$ cat src/rtl/gs_pkg.sv
// Shared encodings for the gs memory stage: funct3 access sizes and the
// data-memory handshake state machine.
package gs_pkg;

  localparam logic [2:0] DS_B  = 3'b000;
  localparam logic [2:0] DS_H  = 3'b001;
  localparam logic [2:0] DS_W  = 3'b010;
  localparam logic [2:0] DS_BU = 3'b100;
  localparam logic [2:0] DS_HU = 3'b101;

  typedef enum logic [1:0] {
    S_IDLE = 2'd0,
    S_REQ  = 2'd1,
    S_RESP = 2'd2
  } mem_state_e;

  // funct3 codes with no load/store meaning
  function automatic logic size_illegal(input logic [2:0] ds);
    return (ds == 3'b011) || (ds == 3'b110) || (ds == 3'b111);
  endfunction

endpackage

$ cat src/rtl/gs_mem_stage_if.sv
// Data-memory request/response bus between the memory stage (master) and
// the data memory (slave).
interface gs_mem_stage_if #(
  parameter int ADDR_SIZE = 32,
  parameter int WORD_SIZE = 32,
  parameter int BYTES     = 4
);
  logic                 req;
  logic                 we;
  logic [ADDR_SIZE-1:0] addr;
  logic [BYTES-1:0]     be;
  logic [WORD_SIZE-1:0] wdata;
  logic                 gnt;
  logic                 rvalid;
  logic [WORD_SIZE-1:0] rdata;

  modport master (
    output req, we, addr, be, wdata,
    input  gnt, rvalid, rdata
  );

  modport slave (
    input  req, we, addr, be, wdata,
    output gnt, rvalid, rdata
  );
endinterface

$ cat src/rtl/gs_lsu_align.sv
// Combinational byte-lane logic: store lane replication and byte enables,
// load extraction with sign/zero extension, and misalignment/illegal-size faults.
module gs_lsu_align
  import gs_pkg::*;
#(
  parameter int WORD_SIZE = 32,
  parameter int BYTES     = 4,
  parameter int OFF_W     = $clog2(BYTES)
) (
  input  logic                 is_mem_i,
  input  logic                 is_store_i,
  input  logic [2:0]           size_i,
  input  logic [OFF_W-1:0]     off_i,
  input  logic [WORD_SIZE-1:0] store_data_i,
  input  logic [WORD_SIZE-1:0] rdata_i,
  output logic [BYTES-1:0]     be_o,
  output logic [WORD_SIZE-1:0] wdata_o,
  output logic [WORD_SIZE-1:0] load_data_o,
  output logic                 fault_o
);

  logic [WORD_SIZE-1:0] shifted;

  always_comb begin
    shifted     = rdata_i >> {off_i, 3'b000};
    be_o        = '1;
    wdata_o     = store_data_i;
    load_data_o = shifted;
    fault_o     = 1'b0;

    // Sub-word stores replicate the datum across lanes so only be_o varies with offset
    if (is_store_i) begin
      case (size_i[1:0])
        2'b00: begin
          wdata_o = {BYTES{store_data_i[7:0]}};
          be_o    = {{(BYTES-1){1'b0}}, 1'b1} << off_i;
        end
        2'b01: begin
          wdata_o = {(BYTES/2){store_data_i[15:0]}};
          be_o    = {{(BYTES-2){1'b0}}, 2'b11} << off_i;
        end
        default: begin
          wdata_o = store_data_i;
          be_o    = '1;
        end
      endcase
    end

    case (size_i)
      DS_B:    load_data_o = {{(WORD_SIZE-8){shifted[7]}}, shifted[7:0]};
      DS_BU:   load_data_o = {{(WORD_SIZE-8){1'b0}}, shifted[7:0]};
      DS_H:    load_data_o = {{(WORD_SIZE-16){shifted[15]}}, shifted[15:0]};
      DS_HU:   load_data_o = {{(WORD_SIZE-16){1'b0}}, shifted[15:0]};
      default: load_data_o = shifted;
    endcase

    fault_o = is_mem_i &
              (size_illegal(size_i) |
               (((size_i == DS_H) | (size_i == DS_HU)) & off_i[0]) |
               ((size_i == DS_W) & (off_i != '0)));
  end

endmodule

$ cat src/rtl/gs_mem_stage.sv
// Memory pipeline stage: holds one instruction from EX, runs the data-memory
// handshake for loads/stores, and registers the result toward write-back.
module gs_mem_stage
  import gs_pkg::*;
#(
  parameter int ADDR_SIZE = 32,
  parameter int WORD_SIZE = 32,
  parameter int BYTES     = 4
) (
  input  logic                 clk,
  input  logic                 rst,
  input  logic                 ex_valid_i,
  input  logic                 ex_MemWrite_i,
  input  logic                 ex_MemRead_i,
  input  logic [2:0]           ex_DataSize_i,
  input  logic [WORD_SIZE-1:0] ex_rs2_data_i,
  input  logic [ADDR_SIZE-1:0] ex_data_addr_i,
  input  logic                 ex_RegWrite_i,
  input  logic [4:0]           ex_rd_addr_i,
  input  logic [WORD_SIZE-1:0] ex_rd_data_i,
  input  logic                 flush_mem_i,
  output logic                 mem_stall_o,
  gs_mem_stage_if.master       dmem,
  output logic                 wb_valid_o,
  output logic                 wb_RegWrite_o,
  output logic [4:0]           wb_rd_addr_o,
  output logic [WORD_SIZE-1:0] wb_rd_data_o,
  output logic                 mem_fault_o
);

  localparam int OFF_W = $clog2(BYTES);

  mem_state_e state_q, state_d;

  logic                 valid_q, valid_d;
  logic                 we_q, we_d;
  logic                 re_q, re_d;
  logic [2:0]           size_q, size_d;
  logic [WORD_SIZE-1:0] sdata_q, sdata_d;
  logic [ADDR_SIZE-1:0] addr_q, addr_d;
  logic                 regw_q, regw_d;
  logic [4:0]           rd_q, rd_d;
  logic [WORD_SIZE-1:0] rdd_q, rdd_d;
  logic                 flushed_q, flushed_d;

  logic                 wb_valid_q, wb_valid_d;
  logic                 wb_regw_q, wb_regw_d;
  logic [4:0]           wb_rd_q, wb_rd_d;
  logic [WORD_SIZE-1:0] wb_data_q, wb_data_d;
  logic                 wb_fault_q, wb_fault_d;

  logic                 is_mem;
  logic                 fault;
  logic [BYTES-1:0]     lane_be;
  logic [WORD_SIZE-1:0] lane_wdata;
  logic [WORD_SIZE-1:0] load_data;

  logic in_req, st_gnt, ld_gnt, ld_done, kill, done, leave, stall, capture, wb_en;

  gs_lsu_align #(
    .WORD_SIZE (WORD_SIZE),
    .BYTES     (BYTES)
  ) u_align (
    .is_mem_i     (is_mem),
    .is_store_i   (we_q),
    .size_i       (size_q),
    .off_i        (addr_q[OFF_W-1:0]),
    .store_data_i (sdata_q),
    .rdata_i      (dmem.rdata),
    .be_o         (lane_be),
    .wdata_o      (lane_wdata),
    .load_data_o  (load_data),
    .fault_o      (fault)
  );

  always_comb begin
    is_mem  = we_q | re_q;
    in_req  = (state_q == S_REQ);
    st_gnt  = in_req & dmem.gnt & we_q;
    ld_gnt  = in_req & dmem.gnt & ~we_q;
    ld_done = (state_q == S_RESP) & dmem.rvalid;
    // A flush only discards before the grant; once granted the access must finish
    kill    = flush_mem_i & ((state_q == S_IDLE) | (in_req & ~dmem.gnt));
    done    = valid_q & (~is_mem | fault | st_gnt | ld_done);
    leave   = done | (valid_q & kill);
    stall   = valid_q & ~leave;
    capture = ex_valid_i & ~stall;
    wb_en   = done & ~flush_mem_i & ~flushed_q;
  end

  assign mem_stall_o  = stall;
  assign dmem.req     = in_req;
  assign dmem.we      = in_req & we_q;
  assign dmem.addr    = in_req ? {addr_q[ADDR_SIZE-1:OFF_W], {OFF_W{1'b0}}} : '0;
  assign dmem.be      = in_req ? lane_be : '0;
  assign dmem.wdata   = in_req ? lane_wdata : '0;

  always_comb begin
    state_d = state_q;
    case (state_q)
      S_IDLE: if (valid_q & is_mem & ~fault & ~flush_mem_i) state_d = S_REQ;
      S_REQ: begin
        if (dmem.gnt)        state_d = we_q ? S_IDLE : S_RESP;
        else if (flush_mem_i) state_d = S_IDLE;
      end
      S_RESP:  if (dmem.rvalid) state_d = S_IDLE;
      default: state_d = S_IDLE;
    endcase
  end

  always_comb begin
    valid_d   = valid_q;
    we_d      = we_q;
    re_d      = re_q;
    size_d    = size_q;
    sdata_d   = sdata_q;
    addr_d    = addr_q;
    regw_d    = regw_q;
    rd_d      = rd_q;
    rdd_d     = rdd_q;
    flushed_d = flushed_q;

    if (capture) begin
      valid_d   = 1'b1;
      we_d      = ex_MemWrite_i;
      re_d      = ex_MemRead_i;
      size_d    = ex_DataSize_i;
      sdata_d   = ex_rs2_data_i;
      addr_d    = ex_data_addr_i;
      regw_d    = ex_RegWrite_i;
      rd_d      = ex_rd_addr_i;
      rdd_d     = ex_rd_data_i;
      flushed_d = 1'b0;
    end else if (leave) begin
      valid_d   = 1'b0;
      flushed_d = 1'b0;
    end else if (flush_mem_i & valid_q & ((state_q == S_RESP) | ld_gnt)) begin
      // Granted load must drain its response; remember to drop the data
      flushed_d = 1'b1;
    end
  end

  always_comb begin
    wb_valid_d = wb_en;
    wb_regw_d  = 1'b0;
    wb_fault_d = 1'b0;
    wb_rd_d    = wb_rd_q;
    wb_data_d  = wb_data_q;
    if (wb_en) begin
      wb_regw_d  = regw_q & ~fault;
      wb_fault_d = fault;
      wb_rd_d    = rd_q;
      wb_data_d  = (re_q & ~fault) ? load_data : rdd_q;
    end
  end

  always_ff @(posedge clk) begin
    if (rst) begin
      state_q    <= S_IDLE;
      valid_q    <= 1'b0;
      we_q       <= 1'b0;
      re_q       <= 1'b0;
      size_q     <= '0;
      sdata_q    <= '0;
      addr_q     <= '0;
      regw_q     <= 1'b0;
      rd_q       <= '0;
      rdd_q      <= '0;
      flushed_q  <= 1'b0;
      wb_valid_q <= 1'b0;
      wb_regw_q  <= 1'b0;
      wb_rd_q    <= '0;
      wb_data_q  <= '0;
      wb_fault_q <= 1'b0;
    end else begin
      state_q    <= state_d;
      valid_q    <= valid_d;
      we_q       <= we_d;
      re_q       <= re_d;
      size_q     <= size_d;
      sdata_q    <= sdata_d;
      addr_q     <= addr_d;
      regw_q     <= regw_d;
      rd_q       <= rd_d;
      rdd_q      <= rdd_d;
      flushed_q  <= flushed_d;
      wb_valid_q <= wb_valid_d;
      wb_regw_q  <= wb_regw_d;
      wb_rd_q    <= wb_rd_d;
      wb_data_q  <= wb_data_d;
      wb_fault_q <= wb_fault_d;
    end
  end

  assign wb_valid_o    = wb_valid_q;
  assign wb_RegWrite_o = wb_regw_q;
  assign wb_rd_addr_o  = wb_rd_q;
  assign wb_rd_data_o  = wb_data_q;
  assign mem_fault_o   = wb_fault_q;

endmodule

$ cat src/flat_wrapper.sv
// flat-port wrapper written by rule: the top's interface ports become plain ports
module gs_mem_stage_flat import gs_pkg::*;
#(
  parameter int ADDR_SIZE = 32,
  parameter int WORD_SIZE = 32,
  parameter int BYTES     = 4
)
  (clk, rst, ex_valid_i, ex_MemWrite_i, ex_MemRead_i, ex_DataSize_i, ex_rs2_data_i, ex_data_addr_i, ex_RegWrite_i, ex_rd_addr_i, ex_rd_data_i, flush_mem_i, mem_stall_o, wb_valid_o, wb_RegWrite_o, wb_rd_addr_o, wb_rd_data_o, mem_fault_o, dmem_req, dmem_we, dmem_addr, dmem_be, dmem_wdata, dmem_gnt, dmem_rvalid, dmem_rdata);
  gs_mem_stage_if #(.ADDR_SIZE(ADDR_SIZE), .WORD_SIZE(WORD_SIZE), .BYTES(BYTES)) dmem_i ();
  input  logic clk;
  input  logic rst;
  input  logic ex_valid_i;
  input  logic ex_MemWrite_i;
  input  logic ex_MemRead_i;
  input  logic [2:0] ex_DataSize_i;
  input  logic [WORD_SIZE-1:0] ex_rs2_data_i;
  input  logic [ADDR_SIZE-1:0] ex_data_addr_i;
  input  logic ex_RegWrite_i;
  input  logic [4:0] ex_rd_addr_i;
  input  logic [WORD_SIZE-1:0] ex_rd_data_i;
  input  logic flush_mem_i;
  output logic mem_stall_o;
  output logic wb_valid_o;
  output logic wb_RegWrite_o;
  output logic [4:0] wb_rd_addr_o;
  output logic [WORD_SIZE-1:0] wb_rd_data_o;
  output logic mem_fault_o;
  output wire logic [$bits(dmem_i.req)-1:0] dmem_req;
  output wire logic [$bits(dmem_i.we)-1:0] dmem_we;
  output wire logic [$bits(dmem_i.addr)-1:0] dmem_addr;
  output wire logic [$bits(dmem_i.be)-1:0] dmem_be;
  output wire logic [$bits(dmem_i.wdata)-1:0] dmem_wdata;
  input wire logic [$bits(dmem_i.gnt)-1:0] dmem_gnt;
  input wire logic [$bits(dmem_i.rvalid)-1:0] dmem_rvalid;
  input wire logic [$bits(dmem_i.rdata)-1:0] dmem_rdata;
  assign dmem_req = dmem_i.req;
  assign dmem_we = dmem_i.we;
  assign dmem_addr = dmem_i.addr;
  assign dmem_be = dmem_i.be;
  assign dmem_wdata = dmem_i.wdata;
  assign dmem_i.gnt = dmem_gnt;
  assign dmem_i.rvalid = dmem_rvalid;
  assign dmem_i.rdata = dmem_rdata;
  gs_mem_stage #(.ADDR_SIZE(ADDR_SIZE), .WORD_SIZE(WORD_SIZE), .BYTES(BYTES)) u_core (.clk(clk), .rst(rst), .ex_valid_i(ex_valid_i), .ex_MemWrite_i(ex_MemWrite_i), .ex_MemRead_i(ex_MemRead_i), .ex_DataSize_i(ex_DataSize_i), .ex_rs2_data_i(ex_rs2_data_i), .ex_data_addr_i(ex_data_addr_i), .ex_RegWrite_i(ex_RegWrite_i), .ex_rd_addr_i(ex_rd_addr_i), .ex_rd_data_i(ex_rd_data_i), .flush_mem_i(flush_mem_i), .mem_stall_o(mem_stall_o), .dmem(dmem_i), .wb_valid_o(wb_valid_o), .wb_RegWrite_o(wb_RegWrite_o), .wb_rd_addr_o(wb_rd_addr_o), .wb_rd_data_o(wb_rd_data_o), .mem_fault_o(mem_fault_o));
endmodule
$ cat config.mk
export PLATFORM = sky130hd
export DESIGN_NAME = gs_mem_stage_flat
export DESIGN_NICKNAME = d
export VERILOG_FILES = /design/src/rtl/gs_pkg.sv /design/src/rtl/gs_mem_stage_if.sv /design/src/rtl/gs_lsu_align.sv /design/src/rtl/gs_mem_stage.sv /design/src/flat_wrapper.sv
export SDC_FILE = /design/constraint.sdc
export NUM_CORES = 1
export LEC_CHECK = 0
export CAP_MARGIN = 5
export CELL_PAD_IN_SITES_DETAIL_PLACEMENT = 0
export CELL_PAD_IN_SITES_GLOBAL_PLACEMENT = 1
export CORE_MARGIN = 5
export CORE_UTILIZATION = 32
export CTS_BUF_LIST = sky130_fd_sc_hd__clkbuf_8
export DETAILED_ROUTE_END_ITERATION = 10
export PLACE_DENSITY = 0.85
export SLEW_MARGIN = 15
export SYNTH_ARGS = -nofsm -noshare
export SYNTH_HDL_FRONTEND = slang
export SYNTH_SLANG_ARGS = --single-unit
$ cat constraint.sdc
create_clock -name clk -period 2.8 [get_ports clk]
set_clock_uncertainty 0.05 [all_clocks]
set_input_delay 0.56 -clock clk [delete_from_list [all_inputs] [get_ports clk]]
set_output_delay 0.56 -clock clk [all_outputs]
set_load 0.005 [all_outputs]
== Word level (Yosys, flattened, before mapping) ==
Index checks and enable logic that the tools add are counted.
Storage, ports and cells
  logic and storage cells: 101
  flip-flop bits (word level): 151
  output and inout bits: 111
Cells by class
  bitwise operators: 42
  mux-type cells: 17
  reduce and logical (&&, ||, !) cells: 10
  shifts and indexed selects: 3
  eq/ne operators: 13
Operator list (count)
  $mux 32: 4
  $pmux 32 s4: 1
  $pmux 32 s2: 1
  $shr 32x5->32: 1
  $and 1x1->1: 23
  $eq 3x3->1 const B: 4
  $mux 2: 5
  $or 1x1->1: 10
  $not 1->1: 9
  $mux 4: 2
  $pmux 4 s2: 1
  $eq 3x2->1 const B: 2
  $pmux 2 s3: 1
  $eq 2x1->1 const B: 2
  $logic_not 2->1: 2
  $ne 2x2->1 const B: 2
  $reduce_bool 2->1: 2
  $shl 1x2->4 const A: 1
  $shl 2x2->4 const A: 1
  $eq 3x1->1 const B: 1
  $logic_not 3->1: 1
  $ne 3x3->1 const B: 1
  $reduce_and 3->1: 1
  $reduce_or 3->1: 1
  other kinds (4): 6

== Depth between registers and ports, before layout ==
  depth in word-level cells: 16
  depth in mapped cells: 9
  mapped depth without buffers: 5

== By module ==
A second synthesis with hierarchy kept.
Unflattened totals
  cells, all modules: 951
  area, all modules: 8490.6 sq um
By module, submodules not included
  gs_mem_stage: times used 1, cells an instance 739, area each 7103.1 sq um
  gs_lsu_align: times used 1, cells an instance 212, area each 1387.6 sq um

== Worst setup path after synthesis ==
OpenSTA, ideal clock, no wires.
  kind: input port to output port
  start point: in dmem_gnt
  end point: out mem_stall_o
  required time: 2.190 ns
  arrival time: 1.529 ns
  stages on the path: 5
  setup slack: 0.661 ns
  cells stage by stage: nand3_1 a2bb2oi_1 clkbuf_1 and2_1 and3_1
On the way
  longest elaborated chain between the ends: 8
  elaborated cells between the ends (all ways): 13
  those cells by class: bitwise: 13
Ends and longest elaborated chain
  start: declaration: RTL line flat_wrapper.sv:33  | input wire logic [$bits(dmem_i.gnt)-1:0] dmem_gnt;
  $and 1x1->1 or $not 1->1 (tied branches): RTL line gs_mem_stage.sv:79, gs_mem_stage.sv:83
  $and 1x1->1 (on tied branches): RTL line gs_mem_stage.sv:79, gs_mem_stage.sv:83
  $or 1x1->1 (on tied branches): RTL line gs_mem_stage.sv:84, gs_mem_stage.sv:83
  $or 1x1->1 or $and 1x1->1 (tied branches): RTL line gs_mem_stage.sv:84, gs_mem_stage.sv:83
  $and 1x1->1 (on tied branches): RTL line gs_mem_stage.sv:84, gs_mem_stage.sv:85
  $or 1x1->1 *: RTL line gs_mem_stage.sv:85  | leave = done | (valid_q & kill);
  $not 1->1 *: RTL line gs_mem_stage.sv:86  | stall = valid_q & ~leave;
  $and 1x1->1 *: RTL line gs_mem_stage.sv:86
  end: declaration: RTL line flat_wrapper.sv:22  | output logic mem_stall_o;
Every way passes the cells marked *; elsewhere a longest branch is shown, timed or not.

== Worst setup path in the final report ==
  start point: reg u_core.state_q[1]
  end point: out dmem_we
On the way
  longest elaborated chain between the ends: 2
Ends and longest elaborated chain
  start: declaration: RTL line gs_mem_stage.sv:33  | mem_state_e state_q, state_d;
  start signal: assignment: RTL line gs_mem_stage.sv:176  | state_q <= state_d;
  $eq 2x1->1: RTL line gs_mem_stage.sv:78  | in_req = (state_q == S_REQ);
  $and 1x1->1: RTL line gs_mem_stage.sv:93  | assign dmem.we = in_req & we_q;
  end: declaration: RTL line flat_wrapper.sv:29  | output wire logic [$bits(dmem_i.we)-1:0] dmem_we;
No other way between the ends.

==> metrics list <==
* Delay-heaviest family, CP: buffers and inverters
- In the final design database the tool counted 1,311 nets.
- Startpoint types: flop
- Drt first-iter violations: 361
- Count of maximum capacitance violations: 0
- Port bufs: 253
- Count of final setup violators: 0
- Unique cell type count in the Yosys netlist: 45
* CTS tree: done
- The number of endpoints with negative hold slack in the final report was 0.
* CTS Sinks: 151
* Leakage Power: 3.95 nW
- For this run, the share of the core covered by cells in the final layout is 47.9%.
* Arrival time worst endpoint: 2.03 ns
- Of the cells placed in the final design, the portion with a size suffix greater than 1 is 8.06%.
- Post-DRT Antenna Nets: 0
* Global-route usage over all layers: 19.5%
- dfxtp_1 takes more of the synthesized area than any other cell.
* Placement row count: 54
* Final worst path period share: 94.3%
* Number of filler cells placed in the layout: 2,202
* Maximum single-stage delay on the critical path: 0.54 ns
- Count of vias placed by the detailed router: 7,175
- In the final timing run, aggregate negative setup slack is 0 ns.
- Minimum clock period after layout: 2.64 ns
- Die outline area: 0.0249 mm²
* Post-synthesis sequential area ratio: 43.2%
* Number of H-tree levels: 4
- The synthesized design contains 0 enable-type register cells.
- Share of the synthesized area in the top cell type: 43.2%
- Pin count of the biggest net entering global routing: 69
* Via/cell ratio: 4.92
* Count of final max-slew check failures: 0
* Met3 routed WL: 2450 µm
- After synthesis, the cell types taking the most area are dfxtp_1 (43%), nand2_1 (15%), a21oi_1 (10%).
- VDD IR-drop max: 0.260 mV
- Top routing layer in use: met4
* Residual DRC count: 0
- Worst min-delay path class: reg -> reg
* WL met2: 12,100 µm
* Critical Path RT: 2.19 ns
- Worst-case clock buffer depth: 2
* Clock root buffer master: clkbuf_8
- Number of flip-flops and latches in the synthesized netlist: 151
- The critical path contains buffers and inverters numbering 3 combined.
- For the pin with the worst max-slew slack, the measured transition is 1.13 ns.
- In this run, post-CTS hold repair placed 0 buffers.
* Number of antenna violations at the first check in global routing: 0
* Wire length of the first global-routing pass: 38,000 µm
- Overall die width: 158 µm
* Cell Area, Synth: 0.00699 mm²
- Critical path, cell by cell: nand2b_1 > inv_1 > buf_12 > and2_1 > clkdlybuf4s50_1
- Total congestion overflow after global routing: 0
- The worst setup path is captured at a primary output.
- Initial core utilization: 32.2%
- For this run, the leading register cell type out of synthesis is dfxtp_1.
- Final Total Pwr: 4.83 mW
- Total inserted antenna cells: 0
- The floorplan step set the die height to 158 µm.
- After legalization and detailed placement, the total HPWL measured 18,200 µm.
* Synthesis Warnings: 0
- The region available for standard cell placement spans 0.0217 mm².
* Cell with the biggest individual delay on the critical path: clkdlybuf4s50_1
* Average wire length per cell after detail routing: 17.2 µm
- Clock-pin slew was measured on the worst setup and hold paths at 0.08 ns.
- The via count of the first global-routing pass came to 6,913.
- Headroom to the max-slew limit came out at 24.5%.
- The flow ran to the end, and the final reports show no timing, DRC or antenna violations.
- Pwr per Cell Area: 465 mW/mm²
* Routability congestion estimate from global placement: 0.892
- Dividing the synthesized area by the synthesized cell count gives 7.48 µm².
- The area growth from synthesis to layout is 48.6%.
* Synthesized instance count: 935
- Counting flops with an async set or reset pin after synthesis yields a share of 0%.
* Achievable Freq: 379 MHz
* Clk_lat worst skew: 0.44 ns
- The first detailed-routing pass ran for 6 iterations.
* RSZ-0062 raised after global routing: false
- Num ports: 256
* Met1 Wirelength: 10,500 µm
- Top fanout value on the critical path: 40
- Clock buffers created by TritonCTS: 17
- Sum of routed wire length over all layers: 25,100 µm
- The critical path is of the reg -> out type.
registers in the layout, indices dropped and copies added (netlist names):
register / count
u_core.addr_q: 32
u_core.rdd_q: 32
u_core.sdata_q: 32
u_core.wb_rd_data_o: 32
u_core.rd_q: 5
u_core.wb_rd_addr_o: 5
u_core.size_q: 3
u_core.state_q: 2
u_core.flushed_q: 1
u_core.mem_fault_o: 1
u_core.re_q: 1
u_core.regw_q: 1
u_core.valid_q: 1
u_core.wb_RegWrite_o: 1
u_core.wb_valid_o: 1
u_core.we_q: 1
tightest hold or removal path, stage by stage, from the launching register on:
cell and delay [ns]:
dfxtp_1 0.31, nand2_1 0.05, a21oi_1 0.05
cells by family after synthesis:
| group | Yosys count | synth area share (%) |
|---|---|---|
| AO/OA/AOI/OAI | 256 | 22.1 |
| multiplexers | 26 | 3.92 |
| buffers and inverters | 84 | 5.42 |
| AND/OR/NAND/NOR | 417 | 25.3 |
| flip-flops | 151 | 43.2 |
| other | 1 | 0.0536 |
layout by cell type, fill, tap and decap left out, types with 3 or more instances in the layout:
master,synthesis,layout
clkbuf_8,0,17
inv_1,5,8
nor2b_1,13,11
mux2i_1,24,24
nor2_1,49,49
a21oi_1,145,141
clkdlybuf4s50_1,0,232
dfxtp_2,0,5
a32o_1,16,16
inv_6,0,3
o21ai_0,38,38
buf_4,5,29
clkinvlp_4,0,3
dfxtp_1,151,144
a221oi_1,8,8
nand2b_1,3,3
nand2_1,286,286
dlygate4sd2_1,0,10
a21oi_2,0,3
dlymetal6s2s_1,0,10
and2_1,40,40
a211oi_1,29,27
buf_12,0,8
nor3_1,16,16
through the flow:
step / setup slack, ns / instance area (µm²) / cells / hold WS (ns)
after global routing: 0.0105 / 10400 / 1459 / 0.422
after CTS: -0.0412 / 10300 / 1458 / 0.404
after floorplan: 0.661 / 7000 / 936 / 0.382
final: 0.161 / 10400 / 1459 / 0.401
after detailed placement: 0.0122 / 9930 / 1426 / 0.392
after global placement: 0.0762 / 9930 / 1426 / 0.388
power by group:
group          switching (mW)  total (mW)  leakage [nW]  internal (mW)
sequential             0.0818        2.34          1.24           2.25
clock                   0.885        1.68         0.199          0.797
combinational           0.399       0.814          2.51          0.415
total                    1.37        4.83          3.95           3.47
final timing paths:
kind / startpoint / end / slack, ns / cells past startpoint
worst min register to register: u_core.addr_q[13] / u_core.addr_q[13] / 0.40 / 2
worst max-delay path: u_core.state_q[1] / dmem_we / 0.16 / 5
worst max register to register: u_core.addr_q[0] / u_core.wb_rd_data_o[18] / 0.36 / 7
worst min-delay path: u_core.addr_q[13] / u_core.addr_q[13] / 0.40 / 2
synth_stat cells, types with 3 or more instances:
master and count:
a211oi_1 29, a21oi_1 145, a221oi_1 8, a32o_1 16, and2_1 40, buf_1 3, buf_2 24, buf_4 5
clkbuf_1 45, dfxtp_1 151, inv_1 5, mux2i_1 24, nand2_1 286, nand2b_1 3, nor2_1 49, nor2b_1 13
nor3_1 16, o21ai_0 38, o21ai_1 3
area by class of cell:
type	instances	area, µm²	area share, %
sequential	151	3040	29.2
timing repair buffer	290	2920	28.1
inverter	5	18.8	0.181
clock inverter	15	154	1.48
clock buffer	17	234	2.25
tap	280	350	3.37
multi-input combinational	701	3680	35.4
routing by layer:
metal  global-route usage, %  vias up
met1                    24.1     3294
li1                        -     3621
met5                       0        -
met2                    32.9      253
met4                    3.48        0
met3                    7.35        7
repair_timing:
item                                    4_1_cts  5_1_grt
pin swaps                                     0        3
buffers inserted                              0        1
endpoints found under the setup margin       29       13
gates resized for setup                      22       16
(Power assumes the default switching activity.)
